### config.mk
export PLATFORM = sky130hd
export DESIGN_NAME = pll_lock_supervisor
export DESIGN_NICKNAME = d
export VERILOG_FILES = /design/src/rtl/clk_pkg.sv /design/src/rtl/sync_2ff.sv /design/src/rtl/pll_lock_supervisor.sv
export SDC_FILE = /design/constraint.sdc
export NUM_CORES = 1
export LEC_CHECK = 0
export ABC_AREA = 0
export CAP_MARGIN = 20
export CELL_PAD_IN_SITES_DETAIL_PLACEMENT = 0
export CELL_PAD_IN_SITES_GLOBAL_PLACEMENT = 1
export CORE_MARGIN = 8
export CORE_UTILIZATION = 40
export CTS_CLUSTER_DIAMETER = 40
export DETAILED_ROUTE_END_ITERATION = 16
export HOLD_SLACK_MARGIN = 0.15
export PLACE_DENSITY = 0.74
export SKIP_LAST_GASP = 1
export SYNTH_ARGS = -nofsm -noshare
export SYNTH_HDL_FRONTEND = slang
export SYNTH_SLANG_ARGS = --single-unit
export TNS_END_PERCENT = 100
### constraint.sdc
create_clock -name clk -period 2.3 [get_ports clk]
set_input_delay 0.345 -clock clk [delete_from_list [all_inputs] [get_ports clk]]
set_output_delay 0.345 -clock clk [all_outputs]
set_load 0.02 [all_outputs]
### src/rtl/clk_pkg.sv
// Shared state encoding and counter sizing helpers for the PLL lock supervisor.
package clk_pkg;

    typedef enum logic [2:0] {
        StPulse,
        StWaitLock,
        StStable,
        StRun,
        StFault
    } sup_state_e;

    function automatic int unsigned max3(input int unsigned a, input int unsigned b,
                                         input int unsigned c);
        int unsigned m;
        m = (a > b) ? a : b;
        return (m > c) ? m : c;
    endfunction

    // Counter only ever holds 0..max_val-1.
    function automatic int unsigned cnt_width(input int unsigned max_val);
        return (max_val <= 1) ? 1 : $clog2(max_val);
    endfunction

endpackage

### src/rtl/sync_2ff.sv
// Two-flop synchronizer for a bus of independent asynchronous flags.
module sync_2ff #(
    parameter int unsigned WIDTH = 1
) (
    input  logic             clk_i,
    input  logic             reset_ni,
    input  logic [WIDTH-1:0] d_i,
    output logic [WIDTH-1:0] q_o
);

    logic [WIDTH-1:0] meta_d, meta_q;
    logic [WIDTH-1:0] sync_d, sync_q;

    always_comb begin
        meta_d = d_i;
        sync_d = meta_q;
    end

    always_ff @(posedge clk_i) begin
        if (!reset_ni) begin
            meta_q <= '0;
            sync_q <= '0;
        end else begin
            meta_q <= meta_d;
            sync_q <= sync_d;
        end
    end

    assign q_o = sync_q;

endmodule

### src/rtl/pll_lock_supervisor.sv
// Sequences PLL reset pulses, waits for stable lock on all PLLs, then releases
// the downstream reset; retries on lock timeout and latches a fault when exhausted.
module pll_lock_supervisor
    import clk_pkg::*;
#(
    parameter int unsigned NUM_PLL             = 2,
    parameter int unsigned RESET_PULSE_CYCLES  = 16,
    parameter int unsigned LOCK_TIMEOUT_CYCLES = 27000,
    parameter int unsigned LOCK_STABLE_CYCLES  = 256,
    parameter int unsigned MAX_RETRIES         = 3
) (
    input  logic               clk,
    input  logic               reset_n,
    input  logic [NUM_PLL-1:0] pll_lock,
    output logic [NUM_PLL-1:0] pll_reset,
    output logic               sys_reset_n,
    output logic               locked_all,
    output logic               fault,
    output logic [3:0]         retry_cnt
);

    localparam int unsigned CntMax =
        max3(RESET_PULSE_CYCLES, LOCK_TIMEOUT_CYCLES, LOCK_STABLE_CYCLES);
    localparam int unsigned CntW = cnt_width(CntMax);

    typedef logic [CntW-1:0] cnt_t;

    localparam cnt_t       PulseLast   = cnt_t'(RESET_PULSE_CYCLES - 1);
    localparam cnt_t       TimeoutLast = cnt_t'(LOCK_TIMEOUT_CYCLES - 1);
    localparam cnt_t       StableLast  = cnt_t'(LOCK_STABLE_CYCLES - 1);
    localparam logic [3:0] RetryLimit  = 4'(MAX_RETRIES);

    logic [NUM_PLL-1:0] lock_sync;
    logic               lock_ok;

    sup_state_e state_d, state_q;
    cnt_t       cnt_d, cnt_q;
    logic [3:0] retry_d, retry_q;
    logic       pll_reset_d, pll_reset_q;
    logic       sys_reset_n_d, sys_reset_n_q;
    logic       locked_all_d, locked_all_q;
    logic       fault_d, fault_q;

    sync_2ff #(
        .WIDTH (NUM_PLL)
    ) u_lock_sync (
        .clk_i    (clk),
        .reset_ni (reset_n),
        .d_i      (pll_lock),
        .q_o      (lock_sync)
    );

    assign lock_ok = &lock_sync;

    always_comb begin
        state_d = state_q;
        cnt_d   = cnt_q;
        retry_d = retry_q;

        unique case (state_q)
            StPulse: begin
                if (cnt_q == PulseLast) begin
                    state_d = StWaitLock;
                    cnt_d   = '0;
                end else begin
                    cnt_d = cnt_q + cnt_t'(1);
                end
            end
            StWaitLock: begin
                if (lock_ok) begin
                    state_d = StStable;
                    cnt_d   = '0;
                end else if (cnt_q == TimeoutLast) begin
                    cnt_d = '0;
                    // retry_q never exceeds the limit, so equality marks exhaustion
                    if (retry_q != RetryLimit) begin
                        retry_d = retry_q + 4'd1;
                        state_d = StPulse;
                    end else begin
                        state_d = StFault;
                    end
                end else begin
                    cnt_d = cnt_q + cnt_t'(1);
                end
            end
            StStable: begin
                if (!lock_ok) begin
                    state_d = StWaitLock;
                    cnt_d   = '0;
                end else if (cnt_q == StableLast) begin
                    state_d = StRun;
                    cnt_d   = '0;
                end else begin
                    cnt_d = cnt_q + cnt_t'(1);
                end
            end
            StRun: begin
                if (!lock_ok) begin
                    state_d = StPulse;
                    cnt_d   = '0;
                    retry_d = 4'd0;
                end
            end
            StFault: begin
                state_d = StFault;
            end
            default: begin
                state_d = StPulse;
                cnt_d   = '0;
            end
        endcase

        // Outputs decoded from the next state so they change on the state-entry edge.
        pll_reset_d   = (state_d == StPulse);
        sys_reset_n_d = (state_d == StRun);
        locked_all_d  = (state_d == StRun);
        fault_d       = (state_d == StFault);
    end

    always_ff @(posedge clk) begin
        if (!reset_n) begin
            state_q       <= StPulse;
            cnt_q         <= '0;
            retry_q       <= 4'd0;
            pll_reset_q   <= 1'b1;
            sys_reset_n_q <= 1'b0;
            locked_all_q  <= 1'b0;
            fault_q       <= 1'b0;
        end else begin
            state_q       <= state_d;
            cnt_q         <= cnt_d;
            retry_q       <= retry_d;
            pll_reset_q   <= pll_reset_d;
            sys_reset_n_q <= sys_reset_n_d;
            locked_all_q  <= locked_all_d;
            fault_q       <= fault_d;
        end
    end

    assign pll_reset   = {NUM_PLL{pll_reset_q}};
    assign sys_reset_n = sys_reset_n_q;
    assign locked_all  = locked_all_q;
    assign fault       = fault_q;
    assign retry_cnt   = retry_q;

endmodule

# Word level (Yosys, flattened, before mapping)
# Cells that the tools add are included.
dict set report word_totals {
  ff_bits 29
  input_bits 4
  output_inout_bits 9
  word_cells 51
}
dict set report classes {
  add_sub_neg 2
  eq_ne 14
  muxes 20
  bitwise_logic 1
  reduce_logical 6
}
# cell count
set op_table {}
lappend op_table {{2-to-1 mux 15 bit} 6}
lappend op_table {{one-hot mux 15 bit (5 select lines)} 1}
lappend op_table {{2-to-1 mux 3 bit} 7}
lappend op_table {{2-to-1 mux 4 bit} 4}
lappend op_table {{adder 15 x 1 -> 15 bit, second input constant} 1}
lappend op_table {{equality test 15 bit, second input constant} 1}
lappend op_table {{equality test 15 x 4 -> 1 bit, second input constant} 1}
lappend op_table {{equality test 15 x 8 -> 1 bit, second input constant} 1}
lappend op_table {{one-hot mux 3 bit (5 select lines)} 1}
lappend op_table {{equality test 3 x 2 -> 1 bit, second input constant} 3}
lappend op_table {{inequality test 2 bit, second input constant} 4}
lappend op_table {{one-hot mux 4 bit (2 select lines)} 1}
lappend op_table {{equality test 3 bit, second input constant} 2}
lappend op_table {{zero test 3 bit} 2}
lappend op_table {{AND reduction 5 bit} 1}
lappend op_table {{adder 4 x 1 -> 4 bit, second input constant} 1}
lappend op_table {{inequality test 4 x 2 -> 1 bit, second input constant} 1}
lappend op_table {{AND reduction 2 bit} 2}
lappend op_table {{equality test 3 x 1 -> 1 bit, second input constant} 1}
lappend op_table {{nonzero test 2 bit} 1}
lappend op_table {{inverter 1 bit} 1}

# Longest topological paths before layout
# Gate-level depths: netlist of the first run.
dict set report depth {
  depth_word 6
  depth_mapped 6
  mapped_depth_nobuf 6
}

# By module
# From an unflattened synthesis of the first run, not the netlist that was laid out.
dict set report hier_totals {
  hier_cells 171
  area_unflattened_um2 1501.4
}
# mod instances cells_per_inst area_per_inst_um2 seq_area_each_um2
set by_module_without_submodules {}
lappend by_module_without_submodules {pll_lock_supervisor 1 163 1396.3 500.5}
lappend by_module_without_submodules {sync_2ff 1 8 105.1 80.1}

# Least setup slack after synthesis of the first run
# No wires, ideal clock.
dict set report synth_path {
  path_type {flip-flop to flip-flop}
  from {register cnt_q[7]}
  to {register retry_q[3] (netlist: retry_cnt[3])}
  setup_ps 70
  t_arrival_ps 1886
  required_time_ps 2230
  path_slack_ps 344
  path_stages_with_launch 6
  path_buffers 0
  synth_period_minus_slack_ps 1956
  path_cell_list {dfxtp_1 > or4_4 > nor4_4 > a21oi_2 > or4_1 > a21oi_1}
}
dict set report synth_via {
  elab_chain_cells 3
}
# element line_no
set synth_lines {}
lappend synth_lines {{start, declared} pll_lock_supervisor.sv:37} ;# cnt_t cnt_d, cnt_q;
lappend synth_lines {{start signal, assigned} pll_lock_supervisor.sv:131} ;# cnt_q <= cnt_d;
lappend synth_lines {{equality test 15 bit} pll_lock_supervisor.sv:73} ;# end else if (cnt_q == TimeoutLast) begin
lappend synth_lines {{inequality test 2 bit (no line)} --}
lappend synth_lines {{AND reduction 5 bit (no line)} --}
lappend synth_lines {{end signal, assigned} pll_lock_supervisor.sv:132} ;# retry_q <= retry_d;
lappend synth_lines {{end, declared} pll_lock_supervisor.sv:38} ;# logic [3:0] retry_d, retry_q;
# No other way between the ends.
# A chain may end at the register's enable or synchronous reset.

# Worst setup path after layout of the first run
dict set report layout_path {
  from {register cnt_q[8]}
  to {register cnt_q[6]}
}
dict set report layout_via {
  elab_chain_cells 4
  elab_cells_between_ends 9
  cone_classes {3 x eq/ne; 6 x mux}
}
# element line_no
set layout_lines {}
lappend layout_lines {{equality test 15 x 8 -> 1 bit or equality test 15 bit (tied branches)} {pll_lock_supervisor.sv:90, pll_lock_supervisor.sv:73}}
lappend layout_lines {{2-to-1 mux 15 bit (on tied branches)} {pll_lock_supervisor.sv:90, pll_lock_supervisor.sv:73}}
lappend layout_lines {{2-to-1 mux 15 bit (on tied branches)} {pll_lock_supervisor.sv:87, pll_lock_supervisor.sv:70}}
lappend layout_lines {{one-hot mux 15 bit (5 select lines) (*)} pll_lock_supervisor.sv:60} ;# unique case (state_q)
# Mark *: on every way between the ends. The rest lies on a longest branch, timed or not.

==> flow_summary.ini, run 1 <==
[run_status]
status = finished, final reports clean

[yosys]
synth_edf_count = 0
synth_commonest_cells = dfxtp_1 (29), nor2_1 (19), nand2_1 (12)
synth_top_area_share_pct = 40.7
seq_area_frac_synth_pct = 40.7
netlist_area_um2 = 1430
synth_area_leader_cell = dfxtp_1
yosys_most_used_dff = dfxtp_1
synth_area_per_cell_um2 = 8.76
synthCells = 163
async_reset_ff_share_pct = 0
synth_area_leaders = dfxtp_1 (41%), nor2_1 (5.0%), xor2_1 (3.7%), a21oi_1 (3.2%), nand2_1 (3.2%)
synth_cell_types = 46
ys_ff_latch = 29
synth_most_common_cell = dfxtp_1
syn-num-nets = 169
ys_warn_count = 0

[drt]
dr.pass1.iters = 4
drt_iter0_drc = 76
num_vias = 1243
routed_via_density = 5.43
wire_per_inst_um = 13.8
wl_um = 3160
ant_nets = 0
route.detailed.drc = 0

[die]
start_util_pct = 42.1
die_x_um = 75.7
core_area_um2 = 3390
die_y_um = 75.7
rows = 21
io_pins = 13
dieArea_um2 = 5740

[worst_setup_path]
worstSetupPathType = flip-flop to flip-flop
cp_data_required_time_ps = 2520
r2r_start = cnt_q[8]
arrival_ps = 2450
crit_fanout = 10
startpoint_type = flip-flop
critPathCaptureType = flip-flop
startpoint = cnt_q[8]

[global_route]
grt_pass1_vias = 1134
grt_pass1_wl_um = 5190
overflow = 0
antenna_found_initial = 0
grtUsageTotal_pct = 12.1
top_usage_layer = met2
grt_max_degree = 12
use_met1_pct = 14.7
grt_util_met2_pct = 18.1
grt.met3_usage_pct = 5.00

[clock_tree]
clk_pin_slew_worst_paths_ps = 90
root_buffer = clkbuf_4
cts_hold_buffers = 0
clk_path_buf_depth = 2
cts_inserted_buffers = 5
cts_tree = yes
cts_max_level = 2
clock_sinks = 29
clk_latency_ps = 320

[pwr]
p_per_area_nw_per_um2 = 575
switchingPower_uw = 196
ir_worst_vdd_v = 0.000365
internal_power_uw = 787
p_sw_share_pct = 19.9
finalPower_uw = 983
p_seq_share_pct = 52.5
comb_power_share_pct = 3.6
pwr-share-clk_pct = 43.9
p_leak_nw = 0.612

[place]
io_buffers = 12
globalplace.congestion = 0.792
dp_hpwl_um = 2340
dp_slack_ps = 89.6

[worst_hold_path]
hp-class = flip-flop to flip-flop
min_from = u_lock_sync.meta_q[0]

[final_layout]
areaGrowthSynthToFinish_pct = 19.7
drive_above_1_share_pct = 12.6
antenna_cells = 0
fill_cells = 326
nets = 188

[sta]
post-route-min-period_ps = 2220
max_freq_mhz = 450
finalSetupTns_ps = 0
period_share_pct = 96.6
setup_ws_ps = 77.9
max_slew_margin_pct = 61.9
slew_viol_final = 0
rsz0062_at_grt = false
fin_skew_ps = 9.64
setup-violations-final = 0
tightest_slew_ps = 569
final-hold-violation-count = 0

[run]
drv_cap = 0
-- cell usage in the layout (no fill, tap or decap), types with 3 or more instances in the layout --
cell,n
buf_4,5
and2_1,6
xnor2_1,4
a21oi_1,9
or4_1,4
nor4_1,3
clkbuf_4,5
o21ai_0,6
nand2_1,12
clkdlybuf4s50_1,12
nor2_1,19
nand4_1,4
a211oi_1,3
nand3_1,6
nor3_1,6
xor2_1,6
o22ai_1,4
or3_1,3
dfxtp_1,29
-- registers in the layout, indices dropped and copies added, names as in the netlist --
name and flops:
state_q 3, u_lock_sync.meta_q 2, fault 1, u_lock_sync.q_o 2
pll_reset_q 1, cnt_q 15, locked_all 1, retry_cnt 4
-- worst max-delay path: stages (launching register included) --
cell     delay, ps
dfxtp_1        360
or4_1          570
nor4_1         480
o22ai_1        230
o31ai_4        270
buf_12         160
nor2_1          50
-- worst paths after layout --
check | slack (ps) | to | depth (start not counted)
worst max-delay path | 80 | cnt_q[6] | 6
worst min-delay path | 440 | u_lock_sync.q_o[0] | 1
worst max register to register | 80 | cnt_q[6] | 6
worst min register to register | 440 | u_lock_sync.q_o[0] | 1
-- final cells by class --
type                       count  area, µm²  area share [%]
multi-input combinational    125        797            46.6
clock inverter                 1       30.0            1.76
tap                           46       57.6            3.37
timing repair buffer          18        178            10.4
inverter                       3       11.3           0.659
sequential                    29        581            34.0
clock buffer                   7       55.1            3.22
-- stage by stage --
stage / cell area [µm²] / std cells / hold WS [ps] / util [%]
floorplan: 1430 / 163 / 412 / -
global placement: 1620 / 221 / 429 / 47.7
detailed placement: 1620 / 221 / 422 / 47.7
CTS: 1700 / 229 / 444 / 50.2
global route: 1710 / 229 / 458 / 50.4
finish: 1710 / 229 / 439 / 50.4
-- power by group through the flow --
stage / Combinational (mW) / Clock (mW) / Sequential [mW]
finish: 0.0354 / 0.431 / 0.517
floorplan: 0.0197 / 0 / 0.526
detailed placement: 0.0358 / 0 / 0.528
CTS: 0.0365 / 0.447 / 0.517
global route: 0.0399 / 0.473 / 0.518
global placement: 0.0347 / 0 / 0.528
-- layer usage --
layer	part of all wire, %	up-vias
met3	4.9	9
met2	47	23
met1	46	578
li1	-	633
met5	0	-
met4	2.2	0
-- kinds of logic (layout without fill, tap and decap cells) --
logic type / count (synthesis) / in the layout / synth area share [%]
buf+inv: 9 / 29 / 3.94
compound gates: 31 / 31 / 14.5
fa+ha+maj: 2 / 2 / 1.75
xor+xnor: 10 / 10 / 6.13
simple gates: 82 / 82 / 33.0
flops: 29 / 29 / 40.7
-- repair_timing --
| action | in CTS | in global routing |
|---|---|---|
| buffers inserted | 0 | 0 |
| setup endpoints to repair | 0 | 10 |
| gates resized for setup | 0 | 1 |
Note: power is estimated with default switching activity, not from simulation.
==> run 2, diff against run 1 <==
--- a/config.mk
+++ b/config.mk
@@ -10,11 +10,11 @@
 export CELL_PAD_IN_SITES_DETAIL_PLACEMENT = 0
 export CELL_PAD_IN_SITES_GLOBAL_PLACEMENT = 1
 export CORE_MARGIN = 8
-export CORE_UTILIZATION = 40
+export CORE_UTILIZATION = 42
 export CTS_CLUSTER_DIAMETER = 40
 export DETAILED_ROUTE_END_ITERATION = 16
 export HOLD_SLACK_MARGIN = 0.15
-export PLACE_DENSITY = 0.74
+export PLACE_DENSITY = 0.77
 export SKIP_LAST_GASP = 1
 export SYNTH_ARGS = -nofsm -noshare
 export SYNTH_HDL_FRONTEND = slang
==> run 2 against run 1 <==
Against the previous run:
- worst setup slack better by 71 ps
- first-iteration DRC count fell by 41%
- routed wire length shrank 3.5%
- clock skew shrank 6.0 ps
- total power is 8.2% lower
- critical path type unchanged
- largest power group unchanged
- highest routed layer unchanged
==> flow_summary.ini, run 2 (synthesized netlist as in run 1, its figures left out) <==
[run_status]
status = finished, final reports clean

[final_layout]
nets = 190
antenna_cells = 0
most-common-layout-cells = dfxtp_1 (29), nor2_1 (19), nand2_1 (12), clkdlybuf4s50_1 (12), a21oi_1 (9)
regMostFlops = cnt_q
drive_above_1_share_pct = 13.5
post-route-util_pct = 51.4
largest_register_ffs = 15
areaGrowthSynthToFinish_pct = 19.3
layout_commonest_cell = dfxtp_1

[sta]
tightest_slew_ps = 615
period_share_pct = 93.5
rsz0062_at_grt = false
post-route-min-period_ps = 2150
fin_skew_ps = 3.66
setup-violations-final = 0
max_freq_mhz = 465
slew_viol_final = 0
max_slew_margin_pct = 58.7
final-hold-violation-count = 0
finalSetupTns_ps = 0

[run]
drv_cap = 0

[pwr]
ir_worst_vdd_v = 0.000258
finalPower_uw = 903
p_per_area_nw_per_um2 = 530
p_leak_nw = 0.618

[worst_setup_path]
startpoint = cnt_q[8]
crit_fanout = 10
critPathBufInv = 1
rr_worst_depth = 6
max_stage_delay_ps = 530
critPathCaptureType = flip-flop
r2r_start = cnt_q[8]
cp_data_required_time_ps = 2530
arrival_ps = 2380
crit_chain = or4_1, nor4_1, o22ai_1, o31ai_4, buf_12, nor2_1
slowest_stage = or4_1
cp.depth = 6
worstSetupPathType = flip-flop to flip-flop
critPathTopFamily = simple AND/OR/NAND/NOR gates
startpoint_type = flip-flop

[worst_hold_path]
holdPathStages = 1
hp-class = flip-flop to flip-flop
min_from = u_lock_sync.meta_q[1]

[die]
die_x_um = 74.3
dieArea_um2 = 5520
die_y_um = 74.3
rows = 21
start_util_pct = 43.1
core_area_um2 = 3310
io_pins = 13

[global_route]
grt_pass1_vias = 1208
antenna_found_initial = 0
grt_pass1_wl_um = 5390
grtUsageTotal_pct = 12.7
overflow = 0
grt_max_degree = 12

[clock_tree]
cts_inserted_buffers = 5
cts_hold_buffers = 0
clk_path_buf_depth = 2
cts_tree = yes
root_buffer = clkbuf_4
clock_sinks = 29
cts_max_level = 2
clk_latency_ps = 330
clk_pin_slew_worst_paths_ps = 90

[drt]
drt_iter0_drc = 45
wl_um = 3050
route.detailed.drc = 0
num_vias = 1247
dr.pass1.iters = 4
routed_via_density = 5.40
wire_per_inst_um = 13.2
ant_nets = 0

[place]
dp_hpwl_um = 2300
io_buffers = 12
globalplace.congestion = 0.782
[run 2: cell types whose count changed in the layout (fill, tap and decap cells not counted)]
cell       before  now
nor4bb_2        1    0
nor4bb_1        0    1
clkinv_2        0    1
clkbuf_8        1    2
bufinv_16       1    0
clkbuf_1        1    0
buf_4           5    7
[run 2: cell type report]
class | count | area (µm²)
multi-input combinational | 125 | 791
clock inverter | 1 | 5.00
inverter | 3 | 11.3
timing repair buffer | 20 | 193
fill | 344 | 1610
tap | 46 | 57.6
sequential | 29 | 581
clock buffer | 7 | 65.1
[run 2: metrics by stage]
stage / cells / worst slack [ps] / hold slack [ps] / cell area [µm²]
after detailed placement: 222 / 108 / 422 / 1610
after CTS: 230 / 84.9 / 445 / 1680
after global placement: 222 / 158 / 421 / 1610
after global routing: 231 / 82.3 / 459 / 1700
final: 231 / 149 / 439 / 1700
after floorplan: 163 / 344 / 412 / 1430
[run 2: power by group]
group | internal (mW) | total (mW) | switching, mW
registers | 0.509 | 0.517 | 0.00705
logic | 0.0183 | 0.0341 | 0.0158
clock network | 0.177 | 0.352 | 0.175
total | 0.705 | 0.903 | 0.198
[run 2: final timing paths]
kind / slack, ps / endpoint
hold / removal: 440 / u_lock_sync.q_o[1]
hold reg to reg: 440 / u_lock_sync.q_o[1]
setup / recovery: 150 / cnt_q[3]
setup reg to reg: 150 / cnt_q[3]
[run 2: timing repair]
action                                  in CTS  in global routing
endpoints found under the setup margin       0                  9
resized for setup                            0                  0
setup buffers                                0                  1
[run 2: layer usage]
metal	up-vias	global-route usage (%)	routed length (µm)
met5	-	0	0
met4	0	6.52	61
met3	9	4.04	162
met2	20	20.9	1460
met1	583	14.4	1370
li1	635	-	-
